--- src/rtl/pipeline_hazard_ctrl_pkg.sv ---
// Shared types and constants for the pipeline stall/squash controller.
package cpu_ctrl_pkg;

  typedef enum logic [2:0] {
    RUN      = 3'd0,
    MEM_WAIT = 3'd1,
    DRAIN    = 3'd2,
    HALTED   = 3'd3,
    ERROR    = 3'd4
  } ctrl_state_t;

  // Pipeline register write-enable polarity: a 1 holds the register.
  localparam logic REG_HOLD  = 1'b1;
  localparam logic REG_WRITE = 1'b0;

  // addi x0, x0, 0 -- the bubble the datapath loads on a squash.
  localparam logic [31:0] NOP_INSN = 32'h00000013;

endpackage

--- src/rtl/pipeline_hazard_ctrl_if.sv ---
// Stage-field inputs and hold/squash/status outputs between datapath and controller.
interface pipeline_hazard_ctrl_if #(
  parameter int CNT_W = 32
);

  logic             valid_id;
  logic [4:0]       rs1_id;
  logic [4:0]       rs2_id;
  logic             rs1_used_id;
  logic             rs2_used_id;
  logic             halt_id;
  logic             valid_ex;
  logic             load_ex;
  logic [4:0]       rd_ex;
  logic             redirect_ex;
  logic             mem_req_mem;
  logic             dmem_ready;
  logic             halt_wb;

  logic             pc_hold;
  logic             WEN_if_id;
  logic             WEN_id_ex;
  logic             WEN_ex_mem;
  logic             WEN_mem_wb;
  logic             squash_if_id;
  logic             squash_id_ex;
  logic             halted;
  logic             error;
  logic [CNT_W-1:0] stall_cnt;
  logic [CNT_W-1:0] squash_cnt;

  // Datapath side: supplies stage fields, obeys the controls.
  modport master (
    output valid_id, rs1_id, rs2_id, rs1_used_id, rs2_used_id, halt_id,
           valid_ex, load_ex, rd_ex, redirect_ex, mem_req_mem, dmem_ready, halt_wb,
    input  pc_hold, WEN_if_id, WEN_id_ex, WEN_ex_mem, WEN_mem_wb,
           squash_if_id, squash_id_ex, halted, error, stall_cnt, squash_cnt
  );

  // Controller side.
  modport slave (
    input  valid_id, rs1_id, rs2_id, rs1_used_id, rs2_used_id, halt_id,
           valid_ex, load_ex, rd_ex, redirect_ex, mem_req_mem, dmem_ready, halt_wb,
    output pc_hold, WEN_if_id, WEN_id_ex, WEN_ex_mem, WEN_mem_wb,
           squash_if_id, squash_id_ex, halted, error, stall_cnt, squash_cnt
  );

endinterface

--- src/rtl/pipeline_hazard_ctrl_hazard_detect.sv ---
// Combinational load-use and data-memory-wait hazard detection.
module hazard_detect (
  input  logic       valid_id,
  input  logic [4:0] rs1_id,
  input  logic [4:0] rs2_id,
  input  logic       rs1_used_id,
  input  logic       rs2_used_id,
  input  logic       valid_ex,
  input  logic       load_ex,
  input  logic [4:0] rd_ex,
  input  logic       mem_req_mem,
  input  logic       dmem_ready,
  output logic       lu,
  output logic       mw
);

  // A load in EX feeding a source read in ID needs one bubble; x0 never creates a dependency.
  always_comb begin
    lu = valid_ex & load_ex & (rd_ex != 5'd0) & valid_id &
         ((rs1_used_id & (rs1_id == rd_ex)) | (rs2_used_id & (rs2_id == rd_ex)));
    mw = mem_req_mem & ~dmem_ready;
  end

endmodule

--- src/rtl/pipeline_hazard_ctrl.sv ---
// Central stall/squash sequencer for the 5-stage in-order pipeline.
module pipeline_hazard_ctrl
  import cpu_ctrl_pkg::*;
#(
  parameter int MEM_TIMEOUT = 64,
  parameter int CNT_W       = 32
) (
  input logic                   CLK,
  input logic                   RST,
  pipeline_hazard_ctrl_if.slave bus
);

  localparam int                WAIT_W     = $clog2(MEM_TIMEOUT + 1);
  localparam logic [WAIT_W-1:0] WAIT_ONE   = WAIT_W'(1);
  localparam logic [WAIT_W-1:0] WAIT_LIMIT = WAIT_W'(MEM_TIMEOUT);
  localparam logic [CNT_W-1:0]  CNT_MAX    = '1;

  ctrl_state_t       state_q, state_d;
  logic [WAIT_W-1:0] wait_q, wait_d;
  logic              drain_q, drain_d;
  logic [CNT_W-1:0]  stall_cnt_q, squash_cnt_q;
  logic              lu, mw;

  logic pc_hold, wen_if_id, wen_id_ex, wen_ex_mem, wen_mem_wb;
  logic squash_if_id, squash_id_ex, halted, error;

  hazard_detect u_hazard_detect (
    .valid_id    (bus.valid_id),
    .rs1_id      (bus.rs1_id),
    .rs2_id      (bus.rs2_id),
    .rs1_used_id (bus.rs1_used_id),
    .rs2_used_id (bus.rs2_used_id),
    .valid_ex    (bus.valid_ex),
    .load_ex     (bus.load_ex),
    .rd_ex       (bus.rd_ex),
    .mem_req_mem (bus.mem_req_mem),
    .dmem_ready  (bus.dmem_ready),
    .lu          (lu),
    .mw          (mw)
  );

  // State, wait counter and drain flag advance on the falling edge together with the pipeline registers.
  always_ff @(negedge CLK or posedge RST) begin
    if (RST) begin
      state_q <= RUN;
      wait_q  <= '0;
      drain_q <= 1'b0;
    end else begin
      state_q <= state_d;
      wait_q  <= wait_d;
      drain_q <= drain_d;
    end
  end

  // Next state: memory wait beats redirect beats halt handling; drain_q remembers to resume draining after a wait.
  always_comb begin
    state_d = state_q;
    wait_d  = wait_q;
    drain_d = drain_q;
    case (state_q)
      RUN, DRAIN: begin
        if (mw) begin
          if (MEM_TIMEOUT <= 1) begin
            state_d = ERROR;
          end else begin
            state_d = MEM_WAIT;
          end
          wait_d  = WAIT_ONE;
          drain_d = (state_q == DRAIN);
        end else if (bus.redirect_ex) begin
          state_d = RUN;
          drain_d = 1'b0;
        end else if (bus.halt_wb) begin
          state_d = HALTED;
        end else if ((state_q == RUN) && bus.valid_id && bus.halt_id && !lu) begin
          // Only leave RUN once the halt actually advances out of ID, otherwise the drain squash would kill it.
          state_d = DRAIN;
        end
      end
      MEM_WAIT: begin
        if (bus.dmem_ready) begin
          if (drain_q) begin
            state_d = DRAIN;
          end else begin
            state_d = RUN;
          end
          wait_d  = '0;
          drain_d = 1'b0;
        end else if ((wait_q + WAIT_ONE) >= WAIT_LIMIT) begin
          state_d = ERROR;
        end else begin
          wait_d = wait_q + WAIT_ONE;
        end
      end
      default: begin
        state_d = state_q;
      end
    endcase
  end

  // Control outputs per state; everything is forced low while reset is asserted.
  always_comb begin
    pc_hold      = 1'b0;
    wen_if_id    = REG_WRITE;
    wen_id_ex    = REG_WRITE;
    wen_ex_mem   = REG_WRITE;
    wen_mem_wb   = REG_WRITE;
    squash_if_id = 1'b0;
    squash_id_ex = 1'b0;
    halted       = 1'b0;
    error        = 1'b0;
    if (!RST) begin
      case (state_q)
        RUN, DRAIN: begin
          if (mw) begin
            pc_hold    = 1'b1;
            wen_if_id  = REG_HOLD;
            wen_id_ex  = REG_HOLD;
            wen_ex_mem = REG_HOLD;
            wen_mem_wb = REG_HOLD;
          end else if (bus.redirect_ex) begin
            squash_if_id = 1'b1;
            squash_id_ex = 1'b1;
          end else if (state_q == DRAIN) begin
            pc_hold      = 1'b1;
            squash_if_id = 1'b1;
          end else if (lu) begin
            pc_hold      = 1'b1;
            wen_if_id    = REG_HOLD;
            squash_id_ex = 1'b1;
          end
        end
        MEM_WAIT: begin
          if (!bus.dmem_ready) begin
            pc_hold    = 1'b1;
            wen_if_id  = REG_HOLD;
            wen_id_ex  = REG_HOLD;
            wen_ex_mem = REG_HOLD;
            wen_mem_wb = REG_HOLD;
          end
        end
        default: begin
          pc_hold    = 1'b1;
          wen_if_id  = REG_HOLD;
          wen_id_ex  = REG_HOLD;
          wen_ex_mem = REG_HOLD;
          wen_mem_wb = REG_HOLD;
          halted     = (state_q == HALTED);
          error      = (state_q != HALTED);
        end
      endcase
    end
  end

  // Saturating performance counters, frozen once the core has stopped.
  always_ff @(negedge CLK or posedge RST) begin
    if (RST) begin
      stall_cnt_q  <= '0;
      squash_cnt_q <= '0;
    end else begin
      if (pc_hold && ((state_q == RUN) || (state_q == MEM_WAIT)) && (stall_cnt_q != CNT_MAX)) begin
        stall_cnt_q <= stall_cnt_q + 1'b1;
      end
      if ((squash_if_id || squash_id_ex) && (state_q != HALTED) && (state_q != ERROR) &&
          (squash_cnt_q != CNT_MAX)) begin
        squash_cnt_q <= squash_cnt_q + 1'b1;
      end
    end
  end

  assign bus.pc_hold      = pc_hold;
  assign bus.WEN_if_id    = wen_if_id;
  assign bus.WEN_id_ex    = wen_id_ex;
  assign bus.WEN_ex_mem   = wen_ex_mem;
  assign bus.WEN_mem_wb   = wen_mem_wb;
  assign bus.squash_if_id = squash_if_id;
  assign bus.squash_id_ex = squash_id_ex;
  assign bus.halted       = halted;
  assign bus.error        = error;
  assign bus.stall_cnt    = stall_cnt_q;
  assign bus.squash_cnt   = squash_cnt_q;

endmodule

--- src/flat_wrapper.sv ---
// flat-port wrapper written by rule: the top's interface ports become plain ports
module pipeline_hazard_ctrl_flat import cpu_ctrl_pkg::*;
#(
  parameter int MEM_TIMEOUT = 64,
  parameter int CNT_W       = 32
)
  (CLK, RST, bus_valid_id, bus_rs1_id, bus_rs2_id, bus_rs1_used_id, bus_rs2_used_id, bus_halt_id, bus_valid_ex, bus_load_ex, bus_rd_ex, bus_redirect_ex, bus_mem_req_mem, bus_dmem_ready, bus_halt_wb, bus_pc_hold, bus_WEN_if_id, bus_WEN_id_ex, bus_WEN_ex_mem, bus_WEN_mem_wb, bus_squash_if_id, bus_squash_id_ex, bus_halted, bus_error, bus_stall_cnt, bus_squash_cnt);
  pipeline_hazard_ctrl_if #(.CNT_W(CNT_W)) bus_i ();
  input logic CLK;
  input logic RST;
  input wire logic [$bits(bus_i.valid_id)-1:0] bus_valid_id;
  input wire logic [$bits(bus_i.rs1_id)-1:0] bus_rs1_id;
  input wire logic [$bits(bus_i.rs2_id)-1:0] bus_rs2_id;
  input wire logic [$bits(bus_i.rs1_used_id)-1:0] bus_rs1_used_id;
  input wire logic [$bits(bus_i.rs2_used_id)-1:0] bus_rs2_used_id;
  input wire logic [$bits(bus_i.halt_id)-1:0] bus_halt_id;
  input wire logic [$bits(bus_i.valid_ex)-1:0] bus_valid_ex;
  input wire logic [$bits(bus_i.load_ex)-1:0] bus_load_ex;
  input wire logic [$bits(bus_i.rd_ex)-1:0] bus_rd_ex;
  input wire logic [$bits(bus_i.redirect_ex)-1:0] bus_redirect_ex;
  input wire logic [$bits(bus_i.mem_req_mem)-1:0] bus_mem_req_mem;
  input wire logic [$bits(bus_i.dmem_ready)-1:0] bus_dmem_ready;
  input wire logic [$bits(bus_i.halt_wb)-1:0] bus_halt_wb;
  output wire logic [$bits(bus_i.pc_hold)-1:0] bus_pc_hold;
  output wire logic [$bits(bus_i.WEN_if_id)-1:0] bus_WEN_if_id;
  output wire logic [$bits(bus_i.WEN_id_ex)-1:0] bus_WEN_id_ex;
  output wire logic [$bits(bus_i.WEN_ex_mem)-1:0] bus_WEN_ex_mem;
  output wire logic [$bits(bus_i.WEN_mem_wb)-1:0] bus_WEN_mem_wb;
  output wire logic [$bits(bus_i.squash_if_id)-1:0] bus_squash_if_id;
  output wire logic [$bits(bus_i.squash_id_ex)-1:0] bus_squash_id_ex;
  output wire logic [$bits(bus_i.halted)-1:0] bus_halted;
  output wire logic [$bits(bus_i.error)-1:0] bus_error;
  output wire logic [$bits(bus_i.stall_cnt)-1:0] bus_stall_cnt;
  output wire logic [$bits(bus_i.squash_cnt)-1:0] bus_squash_cnt;
  assign bus_i.valid_id = bus_valid_id;
  assign bus_i.rs1_id = bus_rs1_id;
  assign bus_i.rs2_id = bus_rs2_id;
  assign bus_i.rs1_used_id = bus_rs1_used_id;
  assign bus_i.rs2_used_id = bus_rs2_used_id;
  assign bus_i.halt_id = bus_halt_id;
  assign bus_i.valid_ex = bus_valid_ex;
  assign bus_i.load_ex = bus_load_ex;
  assign bus_i.rd_ex = bus_rd_ex;
  assign bus_i.redirect_ex = bus_redirect_ex;
  assign bus_i.mem_req_mem = bus_mem_req_mem;
  assign bus_i.dmem_ready = bus_dmem_ready;
  assign bus_i.halt_wb = bus_halt_wb;
  assign bus_pc_hold = bus_i.pc_hold;
  assign bus_WEN_if_id = bus_i.WEN_if_id;
  assign bus_WEN_id_ex = bus_i.WEN_id_ex;
  assign bus_WEN_ex_mem = bus_i.WEN_ex_mem;
  assign bus_WEN_mem_wb = bus_i.WEN_mem_wb;
  assign bus_squash_if_id = bus_i.squash_if_id;
  assign bus_squash_id_ex = bus_i.squash_id_ex;
  assign bus_halted = bus_i.halted;
  assign bus_error = bus_i.error;
  assign bus_stall_cnt = bus_i.stall_cnt;
  assign bus_squash_cnt = bus_i.squash_cnt;
  pipeline_hazard_ctrl #(.MEM_TIMEOUT(MEM_TIMEOUT), .CNT_W(CNT_W)) u_core (.CLK(CLK), .RST(RST), .bus(bus_i));
endmodule
--- config.mk ---
export PLATFORM = sky130hd
export DESIGN_NAME = pipeline_hazard_ctrl_flat
export DESIGN_NICKNAME = d
export VERILOG_FILES = /design/src/rtl/pipeline_hazard_ctrl_pkg.sv /design/src/rtl/pipeline_hazard_ctrl_if.sv /design/src/rtl/pipeline_hazard_ctrl_hazard_detect.sv /design/src/rtl/pipeline_hazard_ctrl.sv /design/src/flat_wrapper.sv
export SDC_FILE = /design/constraint.sdc
export NUM_CORES = 1
export LEC_CHECK = 0
export ABC_CLOCK_PERIOD_IN_PS = 4650
export CAP_MARGIN = 40
export CORE_MARGIN = 4
export CORE_UTILIZATION = 50
export DETAILED_ROUTE_END_ITERATION = 8
export GPL_TIMING_DRIVEN = 0
export PLACE_DENSITY_LB_ADDON = 0.25
export SYNTH_ARGS = -nofsm -noshare
export SYNTH_HDL_FRONTEND = slang
export SYNTH_HIERARCHICAL = 1
export SYNTH_SLANG_ARGS = --single-unit
--- constraint.sdc ---
create_clock -name CLK -period 4.65 [get_ports CLK]
set_input_delay 0.93 -clock CLK [delete_from_list [all_inputs] [get_ports CLK]]
set_output_delay 0.93 -clock CLK [all_outputs]
set_load 0.01 [all_outputs]
# Yosys cells after proc, flatten, opt, wreduce, memory -nomap -nowiden
# Index checks and enable logic that the tools add are counted.
[word_totals] output_inout_bits=73 regBits=75 elab_cells=96
[classes] addsub=3 eq_ne=15 bitwise=9 mux=44 magnitude_cmp=1 n_reduce_logical=19
[ops] op="adder 32 x 1 -> 32 bit, second input constant" n=2
[ops] op="!= test 32 bit, second input constant" n=2
[ops] op="2-to-1 mux 1 bit" n=28
[ops] op="2-to-1 mux 7 bit" n=3
[ops] op="2-to-1 mux 3 bit" n=6
[ops] op="one-hot mux 7 bit (2 select lines)" n=1
[ops] op="equality test 5 bit" n=2
[ops] op="!= test 3 x 2 -> 1 bit, second input constant" n=3
[ops] op="AND reduction 3 bit" n=3
[ops] op="logical AND 1 bit" n=8
[ops] op="one-hot mux 1 bit (2 select lines)" n=4
[ops] op="adder 7 x 1 -> 7 bit, second input constant" n=1
[ops] op="bitwise AND 1 bit" n=7
[ops] op=">= comparator 7 bit, second input constant" n=1
[ops] op="equality test 3 x 2 -> 1 bit, second input constant" n=2
[ops] op="!= test 3 bit, second input constant" n=2
[ops] op="one-hot mux 3 bit (2 select lines)" n=1
[ops] op="!= test 5 x 3 -> 1 bit, second input constant" n=1
[ops] op="nonzero test 5 bit" n=1
[ops] op="equality test 3 x 1 -> 1 bit, second input constant" n=1
[ops] op="zero test 3 bit" n=1
[ops] op="OR reduction 3 bit" n=1
[ops] op="logical OR 1 bit" n=2
[ops] op="2-to-1 mux 2 bit" n=1
[ops] op="7 further kinds" n=7

# Longest topological paths before layout
[logic_depth] ltp_word=14 mapped_depth=9 ltp_nobuf=9

# Modules after synthesis
# The synthesis kept the hierarchy.
[modules_own_cells] module="pipeline_hazard_ctrl" area_per_inst_um2=3917.5 n_inst=1 cells_per_inst=385 seq_area_each_um2=1876.8
[modules_own_cells] module="hazard_detect" area_per_inst_um2=137.6 n_inst=1 cells_per_inst=18 seq_area_each_um2=0.0

==> metrics.json <==
{
  "run_status": {
    "status": "finished with violations",
    "failed_checks": "negative setup slack"
  },
  "setup_path": {
    "critPathRequiredTime_ps": 2500,
    "crit_path_cell_trace": "buf_6, xor2_1, nor4_2, nand3_1, a21oi_4, nor2b_4, o211ai_1, buf_4, buf_4, buf_12, nor4b_4, xor2_1",
    "cp_slowest_stage_delay_ps": 320,
    "end_kind": "flop",
    "slowest_stage": "sky130_fd_sc_hd__nor4_2",
    "critPathMaxFanout": 5,
    "crit_buf_inv": 4,
    "startpoint_type": "input pin",
    "crit_family": "simple AND/OR/NAND/NOR gates",
    "critical_path_arrival_ps": 3100,
    "criticalPathCategory": "input pin to flop"
  },
  "route": {
    "detailroute.via_count": 4458,
    "detail_route.first_pass.iterations": 7,
    "initialDrtViolationCount": 337,
    "wirelength_um": 16800,
    "postRouteAntennaNets": 0,
    "drc": 0,
    "post_detailed_route_wirelength_per_cell_um": 23.6,
    "drt-vias-per-instance": 6.27
  },
  "synth": {
    "compound_gate_fraction_of_synth_area_pct": 6.08,
    "syn-cell-area_sq_mm": 0.00406,
    "yosys-top-cells-area": "sky130_fd_sc_hd__dfrtn_1 (46%), sky130_fd_sc_hd__xnor2_1 (8.6%), sky130_fd_sc_hd__xor2_1 (6.9%)",
    "yosysTopAreaCellShare_pct": 46.3,
    "synth_area_per_cell_sq_um": 10.1,
    "synth_cells": 403,
    "synth_simple_gate_area_share_pct": 28.0,
    "seq_area_frac_synth_pct": 46.3,
    "synth_async_sr_flop_share_pct": 100,
    "ys_ff_latch": 75,
    "synth_top_family_by_area": "simple AND/OR/NAND/NOR gates",
    "synth.mux.area_fraction_pct": 1.11,
    "yosysUniqueCellTypes": 52,
    "yosys.area.top_type": "sky130_fd_sc_hd__dfrtn_1",
    "synth_enable_flop_cells": 0,
    "syn_nets": 433,
    "postSynth.topFlopCell": "sky130_fd_sc_hd__dfrtn_1",
    "yosys.area_share.adder_pct": 0.926,
    "synthesis.yosys.warnings": 6,
    "synth_xor_xnor_area_share_pct": 15.6
  },
  "placed_design": {
    "dp_hpwl_um": 7690,
    "place_area_sq_mm": 0.00536,
    "gp_routability_congestion": 0.867,
    "count_of_placed_standard_cells_including_taps": 605,
    "port_buffers": 98,
    "place_worst_setup_slack_ps": -1340
  },
  "clocking": {
    "clk-insertion-delay-late_ps": 330,
    "h-tree-depth": 3,
    "cts_buffer_depth": 2,
    "cts.clk_slew.worst_paths_ps": 60,
    "ctsHoldBuffers": 0,
    "cts_num_sinks": 75,
    "numCtsBuffers": 9,
    "clock_tree.root_cell": "sky130_fd_sc_hd__clkbuf_8",
    "cts_tree": "built"
  },
  "sta": {
    "final_skew_ps": 9.42,
    "setup_total_negative_slack_ps": -31260,
    "final.setup.worst_slack_ps": -597,
    "setup_viol_count_final": 74,
    "worst_hold_slack_ps": 450,
    "drv_slew": 0,
    "rsz0062_at_grt": "true",
    "slew-limit-headroom_pct": 41.7,
    "timing_worst_slew_pin_value_ps": 867,
    "hold_violation_total_from_the_final_report": 0
  },
  "hold_path": {
    "hold_path_class": "flop to flop"
  },
  "power": {
    "ir_worst_vdd_uv": 188,
    "report.power.total_mw": 1.37,
    "p_per_cell_area_mw_per_mm2": 197,
    "power_leakage_nw": 3.19
  },
  "finish": {
    "fillCellCount": 308,
    "final_nets": 634,
    "area_used_by_multi_input_combinational_logic_sq_mm": 0.00286,
    "signed_area_change_from_the_synthesized_netlist_to_the_final_layout_pct": 71.3,
    "final_core_util_pct": 89.0,
    "finish.cell_count_without_fillers": 711,
    "drive_gt1_share_pct": 38.3,
    "layout.cells.most_common_list": "sky130_fd_sc_hd__buf_4 (75), sky130_fd_sc_hd__dfrtn_1 (75), sky130_fd_sc_hd__clkdlybuf4s50_1 (57)",
    "regArea_sq_mm": 0.00188,
    "post-route-cell-area_sq_mm": 0.00695,
    "num_antenna_cells": 0
  },
  "grt": {
    "grt_first_pass_wirelength_um": 20600,
    "grt_pass1_vias": 4115,
    "grt_antenna_before_repair": 0,
    "grt_max_degree": 31,
    "grt_overflow": 0,
    "grtUsageTotal_pct": 26.4
  },
  "floorplanning": {
    "die_area_sq_mm": 0.00961,
    "floorplan.rows": 32,
    "io_pins": 100,
    "core_area_sq_mm": 0.00781,
    "initial_core_util_pct": 51.9,
    "die_height_um": 98.1,
    "die_w_um": 98.1
  },
  "run": {
    "maxCapViolations": 0
  }
}
[final cells by class]
class / instances / share of cell area [%]
multi-input cells: 311 / 41.1
flip-flops and latches: 75 / 27.0
repair buffers: 190 / 25.0
clock buffers: 12 / 2.23
well taps: 102 / 1.84
plain buffers: 11 / 1.35
clock inverters: 4 / 1.04
inverters: 6 / 0.378
[worst register-to-register path, cell delays in order, from the launching register on]
cell and delay (ps):
sky130_fd_sc_hd__dfrtn_1 460, sky130_fd_sc_hd__buf_4 150, sky130_fd_sc_hd__and4_1 330, sky130_fd_sc_hd__and3_1 220, sky130_fd_sc_hd__clkbuf_1 430, sky130_fd_sc_hd__nand4bb_1 460
sky130_fd_sc_hd__buf_2 390, sky130_fd_sc_hd__nand4_1 180, sky130_fd_sc_hd__xnor2_1 90
[routing by layer]
metal / wire, um / global-route usage, %
met5: 0 / 0
met2: 8650 / 48.2
met3: 1130 / 4.57
met4: 938 / 8.31
met1: 6080 / 31.4
[state kept, by name, summed over array words and instances, names as in the netlist]
register,count
u_core/state_q,3
u_core/bus.squash_cnt,32
u_core/bus.stall_cnt,32
u_core/drain_q,1
u_core/wait_q,7
[cells in the mapped netlist (6+ instances only)]
library cell               count
sky130_fd_sc_hd__dfrtn_1      75
sky130_fd_sc_hd__xnor2_1      40
sky130_fd_sc_hd__xor2_1       32
sky130_fd_sc_hd__nand2_1      31
sky130_fd_sc_hd__nand3_1      31
sky130_fd_sc_hd__nand4_1      22
sky130_fd_sc_hd__nor2_1       19
sky130_fd_sc_hd__and3_1       17
sky130_fd_sc_hd__nor3_1       17
sky130_fd_sc_hd__a21oi_1      11
sky130_fd_sc_hd__nor4_1       11
sky130_fd_sc_hd__o21ai_0      10
sky130_fd_sc_hd__and4_1        9
sky130_fd_sc_hd__and2_1        7
sky130_fd_sc_hd__or3_1         7
sky130_fd_sc_hd__clkbuf_1      6
sky130_fd_sc_hd__inv_1         6
[path summary, 6_finish.rpt]
path                                           start                        end  slack (ps)  cells past startpoint
setup reg to reg           u_core/bus.squash_cnt[17]   u_core/bus.squash_cnt[7]        1780                      8
hold / removal             u_core/bus.squash_cnt[21]  u_core/bus.squash_cnt[21]         450                      1
setup / recovery                       bus_rs1_id[4]    u_core/bus.stall_cnt[3]        -600                     12
max in group asynchronous                        RST    u_core/bus.stall_cnt[8]         750                      4
hold reg to reg            u_core/bus.squash_cnt[21]  u_core/bus.squash_cnt[21]         450                      1
min in group asynchronous                        RST          u_core/state_q[0]        3120                      2
[what timing repair did]
| item | 4_1_cts | 5_1_grt |
|---|---|---|
| resized for setup | 191 | 61 |
| cloned | 2 | 1 |
| setup buffers | 41 | 48 |
| pin swaps | 63 | 46 |
| endpoints found under the setup margin | 103 | 108 |
[cell families (layout without fill, tap and decap cells)]
logic type                 count (synthesis)  after routing
xor gates and xnor gates                  72             72
DFF                                       75             75
adders and majority gates                  3              3
buffers and inverters                     18            223
AOI/OAI and AO/OA                         35             35
and+or+nand+nor                          196            197
muxes                                      4              4
[power breakdown]
group	total [mW]	switching [mW]	leakage [nW]	internal, mW
Sequential	0.670	0.00755	1.01	0.662
Clock	0.581	0.250	0.113	0.331
Combinational	0.117	0.0611	2.07	0.0561
(Power assumes the default switching activity.)
